`src/rtl/mips_multicycle_ctrl.sv`:
```
// -----------------------------------------------------------------------------
// mips_multicycle_ctrl
//
// Main controller for a multicycle MIPS datapath (one ALU, one unified memory).
// A Moore FSM steps each instruction through fetch, decode, execute, memory and
// writeback. It drives the datapath mux selects and write enables, and issues
// 3-bit ALU control codes.
//
// Ports
//   clk       in   rising-edge clock
//   reset     in   synchronous, active-high reset
//   op        in   [5:0] instr[31:26] from the instruction register
//   funct     in   [5:0] instr[5:0] from the instruction register
//   zero      in   ALU zero flag (used only while resolving a beq)
//   aluop     out  [2:0] 000 AND, 001 OR, 010 ADD, 110 SUB, 111 SLT
//   alusrca   out  0 = PC, 1 = regA
//   alusrcb   out  [1:0] 00 regB, 01 const 4, 10 signimm, 11 signimm<<2
//   pcsrc     out  [1:0] 00 ALU result, 01 ALUOut, 10 jump target
//   pcen      out  PC write enable
//   iord      out  memory address: 0 = PC, 1 = ALUOut
//   memwrite  out  memory write enable
//   irwrite   out  instruction register write enable
//   regdst    out  write register: 0 = rt, 1 = rd
//   memtoreg  out  write data: 0 = ALUOut, 1 = memory data
//   regwrite  out  register file write enable
//   done      out  high in the last cycle of each instruction
//   illegal   out  unsupported op/funct seen in DECODE
//   state     out  [STATE_W-1:0] current state, for debug
//
// Handshake: the controller has no valid/ready channels. Each output is
// meaningful in the cycle it is asserted. done marks the final cycle of an
// instruction, and the next cycle is always FETCH.
// -----------------------------------------------------------------------------
module mips_multicycle_ctrl #(
  parameter int STATE_W = 4
) (
  input  logic               clk,
  input  logic               reset,
  input  logic [5:0]         op,
  input  logic [5:0]         funct,
  input  logic               zero,
  output logic [2:0]         aluop,
  output logic               alusrca,
  output logic [1:0]         alusrcb,
  output logic [1:0]         pcsrc,
  output logic               pcen,
  output logic               iord,
  output logic               memwrite,
  output logic               irwrite,
  output logic               regdst,
  output logic               memtoreg,
  output logic               regwrite,
  output logic               done,
  output logic               illegal,
  output logic [STATE_W-1:0] state
);

  typedef enum logic [STATE_W-1:0] {
    S_FETCH   = STATE_W'(0),
    S_DECODE  = STATE_W'(1),
    S_MEMADR  = STATE_W'(2),
    S_MEMRD   = STATE_W'(3),
    S_MEMWB   = STATE_W'(4),
    S_MEMWR   = STATE_W'(5),
    S_RTYPEEX = STATE_W'(6),
    S_ALUWB   = STATE_W'(7),
    S_BEQEX   = STATE_W'(8),
    S_ADDIEX  = STATE_W'(9),
    S_ADDIWB  = STATE_W'(10),
    S_JEX     = STATE_W'(11)
  } state_e;

  localparam logic [5:0] OP_RTYPE = 6'b000000;
  localparam logic [5:0] OP_LW    = 6'b100011;
  localparam logic [5:0] OP_SW    = 6'b101011;
  localparam logic [5:0] OP_BEQ   = 6'b000100;
  localparam logic [5:0] OP_ADDI  = 6'b001000;
  localparam logic [5:0] OP_J     = 6'b000010;

  localparam logic [2:0] ALU_AND = 3'b000;
  localparam logic [2:0] ALU_OR  = 3'b001;
  localparam logic [2:0] ALU_ADD = 3'b010;
  localparam logic [2:0] ALU_SUB = 3'b110;
  localparam logic [2:0] ALU_SLT = 3'b111;

  state_e     state_q;
  state_e     state_d;
  state_e     out_st;      // state used for output decode
  logic       rt_ok;       // funct is a supported R-type operation
  logic [2:0] rt_aluop;
  state_e     dec_next;    // successor of DECODE for the current op
  logic       dec_illegal;

  // R-type funct to ALU control.
  always_comb begin
    rt_ok    = 1'b1;
    rt_aluop = ALU_ADD;
    case (funct)
      6'b100000: rt_aluop = ALU_ADD;
      6'b100010: rt_aluop = ALU_SUB;
      6'b100100: rt_aluop = ALU_AND;
      6'b100101: rt_aluop = ALU_OR;
      6'b101010: rt_aluop = ALU_SLT;
      default:   rt_ok    = 1'b0;
    endcase
  end

  // Opcode dispatch out of DECODE. Anything unsupported returns to FETCH
  // and is flagged illegal in that same DECODE cycle.
  always_comb begin
    dec_next    = S_FETCH;
    dec_illegal = 1'b0;
    case (op)
      OP_LW, OP_SW: dec_next = S_MEMADR;
      OP_RTYPE: begin
        if (rt_ok) dec_next    = S_RTYPEEX;
        else       dec_illegal = 1'b1;
      end
      OP_BEQ:  dec_next    = S_BEQEX;
      OP_ADDI: dec_next    = S_ADDIEX;
      OP_J:    dec_next    = S_JEX;
      default: dec_illegal = 1'b1;
    endcase
  end

  // Next-state logic. Unused codes 12..15 fall through to FETCH.
  always_comb begin
    state_d = S_FETCH;
    case (state_q)
      S_FETCH:   state_d = S_DECODE;
      S_DECODE:  state_d = dec_next;
      S_MEMADR:  state_d = (op == OP_LW) ? S_MEMRD : S_MEMWR;
      S_MEMRD:   state_d = S_MEMWB;
      S_RTYPEEX: state_d = S_ALUWB;
      S_ADDIEX:  state_d = S_ADDIWB;
      default:   state_d = S_FETCH;
    endcase
  end

  always_ff @(posedge clk) begin
    if (reset) state_q <= S_FETCH;
    else       state_q <= state_d;
  end

  // While reset is held, decode as FETCH, even if the register still holds a
  // mid-instruction state. The four write enables are masked below so no
  // architectural state changes during reset.
  assign out_st = reset ? S_FETCH : state_q;

  always_comb begin
    aluop    = ALU_ADD;
    alusrca  = 1'b0;
    alusrcb  = 2'b00;
    pcsrc    = 2'b00;
    pcen     = 1'b0;
    iord     = 1'b0;
    memwrite = 1'b0;
    irwrite  = 1'b0;
    regdst   = 1'b0;
    memtoreg = 1'b0;
    regwrite = 1'b0;
    done     = 1'b0;
    illegal  = 1'b0;
    case (out_st)
      S_FETCH: begin
        alusrcb = 2'b01;   // PC + 4
        irwrite = 1'b1;
        pcen    = 1'b1;
      end
      S_DECODE: begin
        alusrcb = 2'b11;   // speculative branch target into ALUOut
        illegal = dec_illegal;
        done    = dec_illegal;
      end
      S_MEMADR: begin
        alusrca = 1'b1;
        alusrcb = 2'b10;
      end
      S_MEMRD: begin
        iord = 1'b1;
      end
      S_MEMWB: begin
        memtoreg = 1'b1;
        regwrite = 1'b1;
        done     = 1'b1;
      end
      S_MEMWR: begin
        iord     = 1'b1;
        memwrite = 1'b1;
        done     = 1'b1;
      end
      S_RTYPEEX: begin
        alusrca = 1'b1;
        aluop   = rt_aluop;
      end
      S_ALUWB: begin
        regdst   = 1'b1;
        regwrite = 1'b1;
        done     = 1'b1;
      end
      S_BEQEX: begin
        alusrca = 1'b1;
        aluop   = ALU_SUB;
        pcsrc   = 2'b01;   // branch target computed in DECODE
        pcen    = zero;
        done    = 1'b1;
      end
      S_ADDIEX: begin
        alusrca = 1'b1;
        alusrcb = 2'b10;
      end
      S_ADDIWB: begin
        regwrite = 1'b1;
        done     = 1'b1;
      end
      S_JEX: begin
        pcsrc = 2'b10;
        pcen  = 1'b1;
        done  = 1'b1;
      end
      default: ;
    endcase
    if (reset) begin
      pcen     = 1'b0;
      irwrite  = 1'b0;
      memwrite = 1'b0;
      regwrite = 1'b0;
    end
  end

  assign state = state_q;

endmodule

```
`config.mk`:
```
export PLATFORM = sky130hd
export DESIGN_NAME = mips_multicycle_ctrl
export DESIGN_NICKNAME = d
export VERILOG_FILES = /design/src/rtl/mips_multicycle_ctrl.sv
export SDC_FILE = /design/constraint.sdc
export NUM_CORES = 1
export LEC_CHECK = 0
export CORE_MARGIN = 3
export CORE_UTILIZATION = 37
export CTS_CLUSTER_SIZE = 20
export DETAILED_ROUTE_END_ITERATION = 7
export PLACE_DENSITY = 0.79
export RECOVER_POWER = 50
export SLEW_MARGIN = 20
export SYNTH_ARGS = -nofsm -noshare
export SYNTH_HDL_FRONTEND = slang
export SYNTH_SLANG_ARGS = --single-unit
```
`constraint.sdc`:
```
create_clock -name clk -period 2.05 [get_ports clk]
set_input_delay 0.3075 -clock clk [delete_from_list [all_inputs] [get_ports clk]]
set_output_delay 0.3075 -clock clk [all_outputs]
set_load 0.05 [all_outputs]
```
==> flow_summary.yaml, run 1 <==
sta:
  slew_headroom_pct: 57.9
  postLayoutSetupSlackWorst_ps: -63.2
  clock_skew_ps: 7.90
  fmax_mhz: 473
  setup_viol: 5
  finalHoldViolCount: 0
  tightest_slew_ps: 634
  fin_crit_ps: 2110
  maxSlewViolCount: 0
  rsz0062_at_grt: "true"
  fin_tns_setup_ps: -197
  fin_crit_sh_pct: 103
setup_path:
  cp-start-kind: "primary input"
  crit_path_max_fanout: 2
  worst_setup_path_end_kind: "output port"
  critPathLaunch: "funct[4]"
  critPathArrivalTime_ps: 1810
  critical_path_class: "in -> out"
  worst_ep_required_time_ps: 1740
  r2r-start: "state[2]"
  reg2reg_depth: 5
place:
  gp_congestion: 0.809
  port_buffers: 35
  post_dp_cell_area_um2: 1320
  dpl.hpwl_um: 2200
synth:
  synth_top_area_cell: "dfxtp_1"
  avgSynthCellArea_um2: 6.48
  synth_edf_count: 0
  synth_top_area_share_pct: 12.9
  yosysMostFrequentCell: "nor2_1"
  netlist_instances: 96
  synthArstFlopShare_pct: 0
  synth_commonest_cells: "nor2_1 (11), a21oi_1 (9), nor3_1 (9)"
  synth_area_um2: 622
  ys.flop_type: "dfxtp_1"
  yosysSeqAreaShare_pct: 12.9
  synth_cell_types: 40
  synth_fp_nets: 111
  ys_ff_latch: 4
  synthTopCellsByArea: "dfxtp_1 (13%), a21oi_1 (7.2%), nor3_1 (7.2%)"
  yosys_warnings: 0
finish:
  largest_reg_flops: 4
  drive_above_1_share_pct: 47.1
  final_util_pct: 90.7
  design_area_um2: 1400
  syn_to_final_growth_pct: 125
  fin_nets: 169
  diodes: 0
floorplanning:
  row_count: 14
  die_h_um: 47.0
  io_pins: 36
  core-area_um2: 1540
  chipWidth_um: 47.0
  die-area_um2: 2210
  start_util_pct: 40.3
clock_network:
  clkTransAtPathRegs_ps: 50
  clock_sinks: 4
  cts_tree: "built"
  cts_hold_buf: 0
  ctsHtreeMaxLevel: 1
  clockBufferDepth: 2
  clk_latency_ps: 240
  root_buffer: "clkbuf_4"
  numCtsBuffers: 3
pwr:
  p_leak_uw: 0.000578
  powerDensity_nw_per_um2: 301
  max-vdd-ir-drop_v: 0.000349
drt:
  drt_first_iter_violations: 82
  drc: 0
  vias_per_cell: 6.70
  drtAntennaViolNets: 0
  totalWireLength_um: 3980
  firstDrtPassIters: 4
  post_drt_wl_per_cell_um: 23.5
  vias: 1133
run:
  maxCapViolations: 0
grt:
  grt_antenna_before_repair: 0
  grt_overflow: 0
  grt_max_degree: 14
  grt_use_total_pct: 32.7
  grt_pass1_vias: 1062
  grt_pass1_wl_um: 5110
outcome:
  violations: "setup timing"
  status: "finished, violations left"
hold_path:
  whs_path_depth: 3
  hold_path_class: "in -> reg"
  hold_start: "reset"
-- worst max-delay path, cell delays in order --
cell and delay [ps]:
clkdlybuf4s50_1 450, or4b_4 580, o41ai_4 290, buf_12 180
-- path summary, 6_finish.rpt --
check / end / slack (ps)
hold reg to reg: state[0] / 700
hold / removal: state[2] / 600
setup / recovery: aluop[2] / -60
setup reg to reg: state[2] / 430
-- per-stage QoR --
| step | total power (uW) | cells | setup WS [ps] | hold slack [ps] |
|---|---|---|---|---|
| detailed placement | 273 | 162 | -365 | 573 |
| floorplan | 170 | 96 | -122 | 502 |
| global route | 434 | 169 | -113 | 602 |
| CTS | 399 | 168 | -19.5 | 535 |
| finish | 421 | 169 | -63.2 | 604 |
| global placement | 265 | 162 | -286 | 550 |
-- per-layer routing --
metal  track usage, %  share of wire, %
met5                0                 0
met4             19.3               8.2
met3             7.66                10
met2             58.8                46
met1             34.1                35
-- timing repair --
item                                    CTS  global route
endpoints found under the setup margin    7             5
setup buffers                             2             1
resized for setup                        25            10
pin swaps                                 8             6
-- layout by cell type (no fill, tap or decap), drive strengths merged, types with 3 or more instances in the layout --
master         synthesis  routed
dfxtp                  4       4
nor4                   3       3
inv                    4       4
nand2b                 5       5
o21ai                  4       4
clkbuf                 6      10
nand2                  6       6
nor3                  10      10
a21oi                  9       9
buf                    1      38
clkdlybuf4s50          0       8
dlygate4sd2            0       4
nor2                  11      11
-- cells by family after synthesis --
group | after synthesis | share of synthesized area, %
buffers and inverters | 11 | 6.84
DFF | 4 | 12.9
and+or+nand+nor | 54 | 50.7
muxes | 1 | 1.61
AOI/OAI and AO/OA | 23 | 23.7
xor gates and xnor gates | 3 | 4.23
-- power by group --
group / internal (uW) / total [uW] / switching (uW) / leakage, uW
combinational: 96.5 / 223 / 126 / 0.000528
clock: 73.9 / 119 / 45.2 / 0.0000150
sequential: 76.9 / 79.1 / 2.25 / 0.0000352
-- layout make-up --
| cell class | count | area, um2 |
|---|---|---|
| timing repair buffer | 60 | 631 |
| multi-input combinational | 81 | 614 |
| tap | 16 | 20.0 |
| inverter | 4 | 15.0 |
| fill | 53 | 143 |
| clock buffer | 4 | 26.3 |
| sequential | 4 | 92.6 |
No activity file was read; power rests on OpenSTA's default activity.
==> inputs of run 2 (changes only) <==
--- a/config.mk
+++ b/config.mk
@@ -5,11 +5,11 @@
 export SDC_FILE = /design/constraint.sdc
 export NUM_CORES = 1
 export LEC_CHECK = 0
-export CORE_MARGIN = 3
+export CORE_MARGIN = 5
 export CORE_UTILIZATION = 37
 export CTS_CLUSTER_SIZE = 20
 export DETAILED_ROUTE_END_ITERATION = 7
-export PLACE_DENSITY = 0.79
+export PLACE_DENSITY_LB_ADDON = 0.25
 export RECOVER_POWER = 50
 export SLEW_MARGIN = 20
 export SYNTH_ARGS = -nofsm -noshare
==> flow_summary.yaml, run 2 (synthesis results as in run 1) <==
clock_network:
  ctsHtreeMaxLevel: 1
  clockBufferDepth: 2
  cts_tree: "built"
  clk_latency_ps: 250
  clkTransAtPathRegs_ps: 60
  numCtsBuffers: 3
  clock_sinks: 4
  root_buffer: "clkbuf_4"
grt:
  grt_pass1_wl_um: 5910
  grt_antenna_before_repair: 0
  grt_pass1_vias: 1141
  grt_overflow: 0
  grt_use_total_pct: 29.5
  grt_max_degree: 14
sta:
  setup_viol: 6
  fin_hold_ws_ps: 532
  slew_headroom_pct: 64.5
  fmax_mhz: 464
  rsz0062_at_grt: "true"
  finalHoldViolCount: 0
  fin_crit_ps: 2150
  postLayoutSetupSlackWorst_ps: -104
  tightest_slew_ps: 532
  fin_crit_sh_pct: 105
  maxSlewViolCount: 0
  clock_skew_ps: 6.42
drt:
  post_drt_wl_per_cell_um: 26.3
  drtAntennaViolNets: 0
  drc: 0
  totalWireLength_um: 4580
  vias_per_cell: 7.05
  drt_first_iter_violations: 102
  vias: 1226
  firstDrtPassIters: 5
run:
  maxCapViolations: 0
pwr:
  finalPower_uw: 438
  powerDensity_nw_per_um2: 293
  p_leak_uw: 0.000632
  max-vdd-ir-drop_v: 0.000399
finish:
  final_common_cell: "buf_4"
  fillers: 28
  syn_to_final_growth_pct: 140
  fin_nets: 174
  largest_reg_flops: 4
  final_cell_mix: "buf_4 (28), buf_12 (14), nor2_1 (8), nor3_1 (8), dlygate4sd2_1 (8)"
  diodes: 0
  multi_input_area_um2: 623
  drive_above_1_share_pct: 49.4
  seq_area_um2: 92.6
setup_path:
  crit_path_max_fanout: 3
  path_cells: "nor2_4 > nand2_2 > or4b_4 > o41ai_4 > buf_12"
  slowest_delay_ps: 520
  r2r-start: "state[1]"
  crit_family: "simple AND/OR/NAND/NOR gates"
  crit_buf_inv: 1
  critPathArrivalTime_ps: 1850
  critical_path_class: "reg -> out"
  worst_setup_path_end_kind: "output port"
  cp-start-kind: "flop"
  critPathLaunch: "state[3]"
  worst_ep_required_time_ps: 1740
  cp_slowest_cell: "or4b_4"
floorplanning:
  chipWidth_um: 51.0
  die-area_um2: 2600
  core-area_um2: 1540
  die_h_um: 51.0
  io_pins: 36
  row_count: 14
  start_util_pct: 40.3
hold_path:
  hold_start: "reset"
  hold_path_class: "in -> reg"
place:
  dpl.hpwl_um: 2230
  dp_worst_setup_slack_ps: -341
  gp_congestion: 0.902
  port_buffers: 35
outcome:
  violations: "setup timing"
  status: "finished, violations left"
## run 2: changes by cell type in the layout (fill, tap and decap cells not counted), sizes merged
cell / change
dlygate4sd2: +4
clkbuf: -5
buf: +9
clkdlybuf4s50: -2
dlymetal6s2s: -1
## run 2: worst reg2reg max path: stages (launching register included)
cell and delay [ps]:
dfxtp_4 360, buf_4 190, nor3_1 340, nand2_1 140
o32a_1 330, nor3_2 160
## run 2: worst paths after layout
kind	end	cells past startpoint	slack, ps
worst max-delay path	aluop[2]	5	-100
worst min-delay path	state[0]	4	530
worst max register to register	state[2]	5	460
worst min register to register	state[0]	3	560
## run 2: metrics by stage
step | instance area, um2 | TNS [ps] | util (%) | cells
4_1_cts | 1440 | -5.00 | 93.4 | 173
2_1_floorplan | 687 | -122 | - | 96
6_report | 1500 | -283 | 97.0 | 174
5_1_grt | 1500 | -551 | 97.0 | 174
3_3_place_gp | 1320 | -1170 | 85.7 | 162
3_5_place_dp | 1320 | -1450 | 85.7 | 162
## run 2: power by group
part	switching (uW)	total, uW	leakage, uW	internal, uW
clock network	53.1	128	0.0000150	74.4
logic	132	232	0.000582	100
registers	1.79	78.5	0.0000352	76.8
total	187	438	0.000632	251
## run 2: timing repair
item,in CTS,in global routing
resized for setup,24,11
buffers inserted,7,1
setup endpoints to repair,7,6
hold buffers,0,0
pin swaps,11,4
## run 2: cell type report
cell class,instances,share of cell area (%)
sequential,4,6.19
timing repair buffer,65,48.0
tap,16,1.34
clock buffer,4,1.76
multi-input combinational,81,41.7
inverter,4,1.00
## run 2: per-layer routing
| layer | vias to the layer above | wire length (um) | global-route usage, % |
|---|---|---|---|
| met2 | 144 | 2120 | 53.3 |
| met3 | 40 | 514 | 5.52 |
| li1 | 480 | - | - |
| met1 | 562 | 1590 | 32.7 |
| met4 | 0 | 364 | 14.0 |
| met5 | - | 0 | 0 |
==> inputs of run 3 (changes only) <==
--- a/config.mk
+++ b/config.mk
@@ -7,6 +7,7 @@
 export LEC_CHECK = 0
 export CORE_MARGIN = 5
 export CORE_UTILIZATION = 37
+export CTS_CLUSTER_DIAMETER = 60
 export CTS_CLUSTER_SIZE = 20
 export DETAILED_ROUTE_END_ITERATION = 7
 export PLACE_DENSITY_LB_ADDON = 0.25
==> results of run 3 <==
Same layout as run 2: the final DEF is identical, and so are final timing and power.
